===== src/rtl/lagrange_coeff_eval_pkg.sv =====
// Shared field-arithmetic definitions for the sumcheck datapath: field width,
// modulus, modular adder and the common handshake FSM state type.
`ifndef LAGRANGE_COEFF_EVAL_PKG_SV
`define LAGRANGE_COEFF_EVAL_PKG_SV

package lagrange_coeff_eval_pkg;

    localparam int F_NBITS = 16;
    localparam logic [F_NBITS-1:0] F_Q = 16'd65521;

    typedef enum logic [1:0] {
        ST_IDLE,
        ST_WAIT,
        ST_MUL,
        ST_ADD
    } hs_state_t;

    // Both operands must already be reduced, so one conditional subtract suffices.
    function automatic logic [F_NBITS-1:0] modadd(input logic [F_NBITS-1:0] a,
                                                  input logic [F_NBITS-1:0] b);
        logic [F_NBITS:0] s;
        s = {1'b0, a} + {1'b0, b};
        if (s >= {1'b0, F_Q})
            s = s - {1'b0, F_Q};
        return F_NBITS'(s);
    endfunction

endpackage

`endif


===== src/rtl/lagrange_coeff_eval_field_multiplier.sv =====
// Iterative modular multiplier: one bit of b per cycle, MSB first, so the result
// is ready F_NBITS+1 cycles after the cycle en is sampled.
`ifndef ALWAYS_FF
`define ALWAYS_FF always_ff
`endif
`ifndef ALWAYS_COMB
`define ALWAYS_COMB always_comb
`endif

module field_multiplier
    import lagrange_coeff_eval_pkg::*;
(
    input  logic               clk,
    input  logic               rstb,
    input  logic               en,
    input  logic [F_NBITS-1:0] a,
    input  logic [F_NBITS-1:0] b,
    output logic [F_NBITS-1:0] out,
    output logic               ready
);

    localparam int CNT_W = $clog2(F_NBITS + 1);

    logic               busy;
    logic [CNT_W-1:0]   cnt;
    logic [F_NBITS-1:0] a_reg;
    logic [F_NBITS-1:0] b_reg;
    logic [F_NBITS-1:0] step;

    // Double-and-add: r = 2r (+ a when the current bit of b is set), all mod F_Q.
    `ALWAYS_COMB begin
        step = modadd(out, out);
        if (b_reg[F_NBITS-1])
            step = modadd(step, a_reg);
    end

    `ALWAYS_FF @(posedge clk or negedge rstb) begin
        if (!rstb) begin
            busy  <= 1'b0;
            cnt   <= '0;
            a_reg <= '0;
            b_reg <= '0;
            out   <= '0;
        end else if (busy) begin
            out   <= step;
            b_reg <= b_reg << 1;
            cnt   <= cnt - CNT_W'(1);
            if (cnt == CNT_W'(1))
                busy <= 1'b0;
        end else if (en) begin
            busy  <= 1'b1;
            cnt   <= CNT_W'(F_NBITS);
            a_reg <= a;
            b_reg <= b;
            out   <= '0;
        end
    end

    assign ready = ~busy;

endmodule


===== src/rtl/lagrange_coeff_eval.sv =====
// Captures npoints coefficients and evaluates p(tau) by Horner's rule using one
// shared multi-cycle field multiplier and an inline modular adder.
`ifndef ALWAYS_FF
`define ALWAYS_FF always_ff
`endif
`ifndef ALWAYS_COMB
`define ALWAYS_COMB always_comb
`endif

module lagrange_coeff_eval
    import lagrange_coeff_eval_pkg::*;
#(
    parameter int npoints = 3
) (
    input  logic               clk,
    input  logic               rstb,
    input  logic               c_wren,
    input  logic [F_NBITS-1:0] c_data,
    input  logic [F_NBITS-1:0] tau,
    input  logic               en,
    output logic [F_NBITS-1:0] eval_out,
    output logic               full,
    output logic               ovf,
    output logic               ready,
    output logic               ready_pulse
);

    localparam int CW = $clog2(npoints + 1);
    localparam logic [CW-1:0] NP    = CW'(npoints);
    localparam logic [CW-1:0] LAST  = CW'(npoints - 1);
    localparam logic [CW-1:0] K_TOP = CW'((npoints >= 2) ? npoints - 2 : 0);

    hs_state_t          state, state_nxt;
    logic [F_NBITS-1:0] acc, acc_nxt;
    logic [F_NBITS-1:0] tau_reg, tau_nxt;
    logic [F_NBITS-1:0] eval_nxt;
    logic [CW-1:0]      k, k_nxt;
    logic [CW-1:0]      wcnt, wcnt_nxt, wr_idx;
    logic               mul_en_reg, mul_en_nxt;
    logic               en_dly, ready_dly;
    logic               start, evaluating, done, wr_ok, enter_mul;
    logic [F_NBITS-1:0] coeff [2**CW];
    logic [F_NBITS-1:0] mul_out;
    logic               mul_ready;

    field_multiplier u_field_multiplier (
        .clk   (clk),
        .rstb  (rstb),
        .en    (mul_en_reg),
        .a     (acc),
        .b     (tau_reg),
        .out   (mul_out),
        .ready (mul_ready)
    );

    assign start       = en & ~en_dly;
    assign ready       = ~start & (state == ST_IDLE);
    assign ready_pulse = ready & ~ready_dly;
    assign full        = (wcnt == NP);
    assign evaluating  = (state == ST_MUL) || (state == ST_ADD);
    assign done        = (state == ST_ADD) && (k == '0);
    // The completion cycle frees the buffer, so a write there opens the next batch.
    assign wr_ok       = c_wren & ((~full & ~evaluating) | done);
    assign wr_idx      = done ? '0 : wcnt;

    `ALWAYS_COMB begin
        state_nxt  = state;
        acc_nxt    = acc;
        k_nxt      = k;
        tau_nxt    = tau_reg;
        eval_nxt   = eval_out;
        wcnt_nxt   = wcnt;
        mul_en_nxt = 1'b0;
        enter_mul  = 1'b0;
        case (state)
            ST_IDLE: begin
                if (start) begin
                    tau_nxt = tau;
                    if (full)
                        enter_mul = 1'b1;
                    else
                        state_nxt = ST_WAIT;
                end
            end
            ST_WAIT: begin
                if (full)
                    enter_mul = 1'b1;
            end
            ST_MUL: begin
                if (~mul_en_reg & mul_ready)
                    state_nxt = ST_ADD;
            end
            ST_ADD: begin
                acc_nxt = modadd(mul_out, coeff[k]);
                if (k == '0) begin
                    eval_nxt  = acc_nxt;
                    wcnt_nxt  = '0;
                    state_nxt = ST_IDLE;
                end else begin
                    k_nxt      = k - CW'(1);
                    mul_en_nxt = 1'b1;
                    state_nxt  = ST_MUL;
                end
            end
            default: state_nxt = ST_IDLE;
        endcase
        // A constant polynomial needs no multiply rounds at all.
        if (enter_mul) begin
            if (npoints == 1) begin
                eval_nxt  = coeff[0];
                wcnt_nxt  = '0;
                state_nxt = ST_IDLE;
            end else begin
                acc_nxt    = coeff[LAST];
                k_nxt      = K_TOP;
                mul_en_nxt = 1'b1;
                state_nxt  = ST_MUL;
            end
        end
        if (wr_ok)
            wcnt_nxt = wcnt_nxt + CW'(1);
    end

    `ALWAYS_FF @(posedge clk or negedge rstb) begin
        if (!rstb) begin
            state      <= ST_IDLE;
            acc        <= '0;
            k          <= '0;
            tau_reg    <= '0;
            eval_out   <= '0;
            wcnt       <= '0;
            ovf        <= 1'b0;
            mul_en_reg <= 1'b0;
            en_dly     <= 1'b1;
            ready_dly  <= 1'b1;
        end else begin
            state      <= state_nxt;
            acc        <= acc_nxt;
            k          <= k_nxt;
            tau_reg    <= tau_nxt;
            eval_out   <= eval_nxt;
            wcnt       <= wcnt_nxt;
            ovf        <= ovf | (c_wren & ~wr_ok);
            mul_en_reg <= mul_en_nxt;
            en_dly     <= en;
            ready_dly  <= ready;
        end
    end

    `ALWAYS_FF @(posedge clk or negedge rstb) begin
        if (!rstb) begin
            for (int i = 0; i < 2**CW; i++)
                coeff[i] <= '0;
        end else if (wr_ok) begin
            coeff[wr_idx] <= c_data;
        end
    end

endmodule

===== config.mk =====
export PLATFORM = sky130hd
export DESIGN_NAME = lagrange_coeff_eval
export DESIGN_NICKNAME = d
export VERILOG_FILES = /design/src/rtl/lagrange_coeff_eval_pkg.sv /design/src/rtl/lagrange_coeff_eval_field_multiplier.sv /design/src/rtl/lagrange_coeff_eval.sv
export SDC_FILE = /design/constraint.sdc
export NUM_CORES = 1
export LEC_CHECK = 0
export ABC_AREA = 1
export CORE_MARGIN = 2
export CORE_UTILIZATION = 65
export DETAILED_ROUTE_END_ITERATION = 16
export DONT_BUFFER_PORTS = 1
export GPL_ROUTABILITY_DRIVEN = 1
export PLACE_DENSITY = 0.81
export SYNTH_ARGS = -nofsm -noshare
export SYNTH_HDL_FRONTEND = slang
export SYNTH_SLANG_ARGS = --single-unit

===== constraint.sdc =====
create_clock -name clk -period 5.55 [get_ports clk]
set_clock_uncertainty 0.15 [all_clocks]
set_input_delay 0.8325 -clock clk [delete_from_list [all_inputs] [get_ports clk]]
set_output_delay 0.8325 -clock clk [all_outputs]
set_load 0.02 [all_outputs]

### Yosys cells after proc, flatten, opt, wreduce, memory -nomap -nowiden

Cells that the tools add are included.

* add/subtract/negate cells: 9
* muxes and demuxes: 40
* equal/unequal tests: 9
* bitwise logic cells: 19
* div/mod/pow operators: 0
* multiply operators: 0
* shift-type cells: 0
* $lt $le $gt $ge: 6
* reduce and logical (&&, ||, !) cells: 13

Operator list (number)
* 16-bit 2-to-1 mux: 13
* 64-bit bitwise mux: 1
* 16-bit by 16-bit adder with 17-bit output: 3
* 17-bit by 16-bit greater-or-equal comparator with 1-bit output (second input constant): 3
* 16-bit subtractor (second input constant): 3
* 16-bit binary-select mux with 2-bit select: 1
* 16-bit demux with 2-bit select: 1
* 2-bit 2-to-1 mux: 12
* 5-bit 2-to-1 mux: 2
* 1-bit 2-to-1 mux: 8
* 1-bit inverter: 8
* 2-bit AND reduction: 4
* 1-bit bitwise AND: 7
* 2-bit == test (second input constant): 3
* 3-bit greater-or-equal comparator (second input constant): 2
* 3-bit inequality test (second input constant): 2
* 2-bit inverter with 3-bit output: 2
* 2-bit one-hot mux with 3 select lines: 1
* 5-bit by 1-bit == test with 1-bit output (second input constant): 1
* 5-bit by 1-bit subtractor with 5-bit output (second input constant): 1
* 2-bit logical NOT: 2
* 4-bit AND reduction: 1
* 2-bit nonzero test: 2
* 4-bit nonzero test: 1
* other kinds (10): 12

* memories kept: 0
* input port bits: 36
* bits in writable memories: 0
* flip-flop bits (word level): 176
* bits in latches: 0
* bits in read-only memories: 0

### Longest topological paths before layout

* depth after elaboration: 9
* gate-level depth with buffers: 31
* gate-level depth less buffers: 31

### Modules after synthesis

A second synthesis with hierarchy kept.

* cell total of the unflattened synthesis: 1624
* area, all modules: 11424.7 sq um

By module, submodules not included
* lagrange_coeff_eval: seq. area each 3055.4 sq um, area an instance 6755.2 sq um, times used 1, cells an instance 912
* field_multiplier: seq. area each 1351.3 sq um, area an instance 4669.5 sq um, times used 1, cells an instance 712

### Least setup slack after synthesis

Ideal clock, no wire load.

* path kind: flip-flop to flip-flop
* start: register u_field_multiplier.out[1]
* end: register u_field_multiplier.out[9]
* buffers on the path: 1
* data arrival time: 3615 ps
* stages on the path, launching flop included: 31
* data required time: 5283 ps
* setup slack: 1669 ps
* library setup time: 117 ps
* path through: dfrtp_1 -> inv_1 -> ha_1 -> a21oi_1 -> nand3_1 -> nor2_1 -> nand2_1 -> nand2_1 -> inv_1 -> nor2_1 -> nand3_1 -> xor2_1 -> inv_1 -> ha_1 -> nand2_1 -> inv_1 -> nand2_1 -> nand2_1 -> a21oi_1 -> nand3_1 -> nand2_1 -> nand2_1 -> nor2_1 -> nand3_4 -> nand3_4 -> buf_6 -> nand2_1 -> nand2_1 -> nand2_1 -> nand2_1 -> nand2_1

* word-level cells in the longest chain between the ends: 8
* elaborated cells between the ends (all ways): 10
* those cells by class: 4 x add/sub; 2 x order compare; 4 x mux

RTL lines
* start: declaration: RTL line lagrange_coeff_eval_field_multiplier.sv:18 `output logic [F_NBITS-1:0] out,`
* 16-bit by 16-bit adder with 17-bit output (*): RTL line lagrange_coeff_eval_pkg.sv:22 `s = {1'b0, a} + {1'b0, b};`
* 16-bit subtractor / 17-bit by 16-bit greater-or-equal comparator with 1-bit output (equally long branches): RTL line lagrange_coeff_eval_pkg.sv:24, lagrange_coeff_eval_pkg.sv:23
* 16-bit 2-to-1 mux (*): RTL line lagrange_coeff_eval_pkg.sv:23 `if (s >= {1'b0, F_Q})`
* 16-bit by 16-bit adder with 17-bit output: RTL line lagrange_coeff_eval_pkg.sv:22
* 16-bit subtractor / 17-bit by 16-bit greater-or-equal comparator with 1-bit output (equally long branches): RTL line lagrange_coeff_eval_pkg.sv:24, lagrange_coeff_eval_pkg.sv:23
* 16-bit 2-to-1 mux: RTL line lagrange_coeff_eval_pkg.sv:23
* 16-bit 2-to-1 mux (*): RTL line lagrange_coeff_eval_field_multiplier.sv:33 `if (b_reg[F_NBITS-1])`
* 16-bit 2-to-1 mux (*): RTL line lagrange_coeff_eval_field_multiplier.sv:44 `end else if (busy) begin`

Every way passes the cells marked *; elsewhere a longest branch is shown, timed or not.
A chain may end at the register's enable or synchronous reset.

### Worst setup path after layout

* start: register u_field_multiplier.out[1]
* end: register u_field_multiplier.out[4]

The elaborated chain is that of the path after synthesis.

==> metrics.md <==
| Metric | Value |
|---|---|
| Hold Fails Final Rpt | `0` |
| Final core occ | `0.710` |
| Share of layout cells above drive strength 1 | `0.0671` |
| Worst Hold Class | `in -> async` |
| GRT Total Usage | `0.326` |
| Cell area after placement | `11100 um2` |
| Total setup buffers inserted after CTS | `0` |
| Clk_lat worst skew | `roughly 0.44 ns` |
| Routed WL | `28100 um` |
| Avg WL per Cell | `16.1 um` |
| Largest net degree at the start of global routing | `175` |
| Register area share after synthesis | `0.399` |
| Ys flop type | `dfrtp_1` |
| Residual DRC count | `0` |
| Layout fillers | `~1400` |
| Clock Root Buffer | `clkbuf_16` |
| H-tree depth | `4` |
| FFs w/ async S/R, synth | `1.00` |
| Fin cells | `1740` |
| Initial Util | `0.665` |
| Slew at the pin closest to its max-slew limit | `about 1.1 ns` |
| First DRT Iteration DRCs | `a little under 1000` |
| Fin crit period | `just under 5 ns` |
| DP HPWL | `20300 um` |
| Row Count | `47` |
| Final setup vio count | `0` |
| Rel. slew slack | `0.270` |
| Footprint of the multi-input gates | `5600 um2` |
| Post-layout nets | `about 1600` |
| Number of port buffers | `0` |
| Max reg flops | `64` |
| Vias in the first global route | `9225` |
| Critical path required time | `5.73 ns` |
| Vias per cell | `between 5 and 6` |
| Longest Clk Path Bufs | `2` |
| Max cap viols | `0` |
| Most Frequent Cell on Critical Path | `nand2_1` |
| First-pass GRT wire length | `46200 um` |
| WP buf/inv | `3` |
| CTS Buf Count | `17` |
| Unrepaired setup endpoints after global routing | `no` |
| Capturing element type of the critical path | `register` |
| Worst VDD drop | `0.220 mV` |
| Post-Syn Nets | `1621` |
| Arr. time, crit path | `just over 5 ns` |
| Sink Count | `176` |
| Die Ht | `around 130 um` |
| Core box area | `16600 um2` |
| Post-synthesis cell area | `approximately 11000 um2` |
| Fin. max-slew vios | `0` |
| PD cells | `215 nW/um2` |
| IO Pins | `56` |
| Synth warn | `0` |
| Placed insts | `1707` |
| Full die area | `18000 um2` |
| CTS tree | `yes` |
| GP Congestion | `approximately 0.93` |
| Most common cell after layout, fill and taps aside | `nand2_1` |
| Final Cell Area | `~12000 um2` |
| Synth Area per Inst | `7.16 um2` |
| Most flops, register | `coeff` |
| Crit share post-route | `0.887` |
| Flops & latches, synth | `176` |
| Mapped Cells | `1541` |
| Post-route ant nets | `0` |
| Most frequent cells in the layout | `537 x nand2_1, 206 x inv_1, 174 x dfrtp_1` |
| ANT cells | `0` |
| Outcome | `complete, no violations` |
| Via count of the routed design | `9706` |
| Worst-path clk slew | `0.07 ns` |
| Remaining global-route overflow | `0` |
| Fmax | `203 MHz` |
| Critical Path Fanout Max | `17` |
| Post-synth EDFFs | `0` |
| Setup CP Type | `reg -> reg` |
| Synth-to-layout area growth | `6.77%` |
| TritonRoute pass-1 iters | `7` |
| Distinct cells, synth | `44` |
| Worst path max stage delay | `roughly 0.49 ns` |
| Setup TNS | `0 ns` |
| Critical path startpoint category | `register` |
| Register Area | `4410 um2` |
| Antenna violations before repair | `0` |
| Crit-path leading delay family | `simple AND/OR/NAND/NOR gates` |
| Slowest cell on crit path | `dfrtp_1` |
| Static leakage power | `6.29 nW` |
| Die width | `134 um` |
-- cells in the mapped netlist (all sizes together) (2+ instances only) --
cell type	instances	area, um2
mux2	15	169
a21o	2	15.0
clkbuf	53	199
xor2	29	277
ha	42	526
o211ai	7	52.6
a21oi	48	255
fa	2	40.0
dfstp	2	52.6
nand4	39	244
nor3	11	65.1
nor4	3	18.8
o21ai	128	641
clkinv	2	7.51
a22oi	4	30.0
dfrtp	174	4350
nand3	76	450
buf	11	62.6
o22ai	18	113
nand3b	3	22.5
o221ai	3	26.3
xnor2	9	86.3
inv	208	781
and2	4	27.5
nand2	549	2090
nor2	95	394
-- what timing repair did --
item / CTS / global route
gates resized for setup: 0 / 3
hold endpoints to repair: 174 / 0
hold buffers: 1 / 0
endpoints found under the setup margin: 0 / 15
-- final timing paths --
kind,start,endpoint,slack [ns],cells after the start
setup reg to reg,u_field_multiplier.out[1],u_field_multiplier.out[4],0.63,28
min in group clk,coeff[12],coeff[12],0.22,0
hold / removal,rstb,en_dly,0.08,0
setup / recovery,u_field_multiplier.out[1],u_field_multiplier.out[4],0.63,28
max in group asynchronous,rstb,u_field_multiplier.busy,4.31,1
hold reg to reg,coeff[12],coeff[12],0.22,0
-- cell type report --
| class | count | share of cell area |
|---|---|---|
| sequential | 176 | 0.374 |
| clock buffer | 18 | 0.0364 |
| timing repair buffer | 11 | 0.00977 |
| multi-input combinational | 1091 | 0.476 |
| inverter | 210 | 0.0669 |
| clock inverter | 14 | 0.0137 |
| tap | 220 | 0.0234 |
-- worst register-to-register path: cells and delay by family (launching register included) --
kind / cells / cell delay (ns)
XOR/XNOR: 1 / 0.19
AND/OR/NAND/NOR: 21 / 2.89
AO/OA/AOI/OAI: 1 / 0.22
flip-flops: 1 / 0.49
adder cells (fa/ha/maj): 2 / 0.57
buffers and inverters: 3 / 0.30
-- layer usage --
metal / global-route usage / vias to the layer above / wire [um]
met5: 0 / - / 0
li1: - / 4812 / -
met3: 0.0476 / 60 / 1640
met2: 0.533 / 289 / 13400
met1: 0.442 / 4545 / 12200
met4: 0.124 / 0 / 829
-- report_power, final --
part | internal, mW | switching [mW] | total (mW)
Combinational | 0.00332 | 0.0256 | 0.0289
Sequential | 1.28 | 0.0000897 | 1.28
Clock | 0.644 | 0.572 | 1.22
-- stage by stage --
step / worst slack (ns) / hold slack, ns / total power [mW]
finish: 0.626 / 0.0811 / 2.53
CTS: 0.534 / 0.0798 / 2.53
floorplan: 1.67 / 0.274 / 1.31
global placement: 0.785 / 0.210 / 1.31
global route: 0.0788 / 0.0727 / 2.58
detailed placement: 0.573 / 0.211 / 1.31
-- logic make-up (layout without fill, tap and decap cells) --
logic type               count (synthesis)  in the layout  share of synthesized area
AND/OR/NAND/NOR                        781            781                      0.301
buffers and inverters                  274            253                     0.0952
AO/OA/AOI/OAI                          213            213                      0.105
flip-flops                             176            176                      0.399
adder cells (fa/ha/maj)                 44             44                     0.0513
XOR/XNOR                                38             38                     0.0329
multiplexers                            15             15                     0.0153
(Power assumes the default switching activity.)
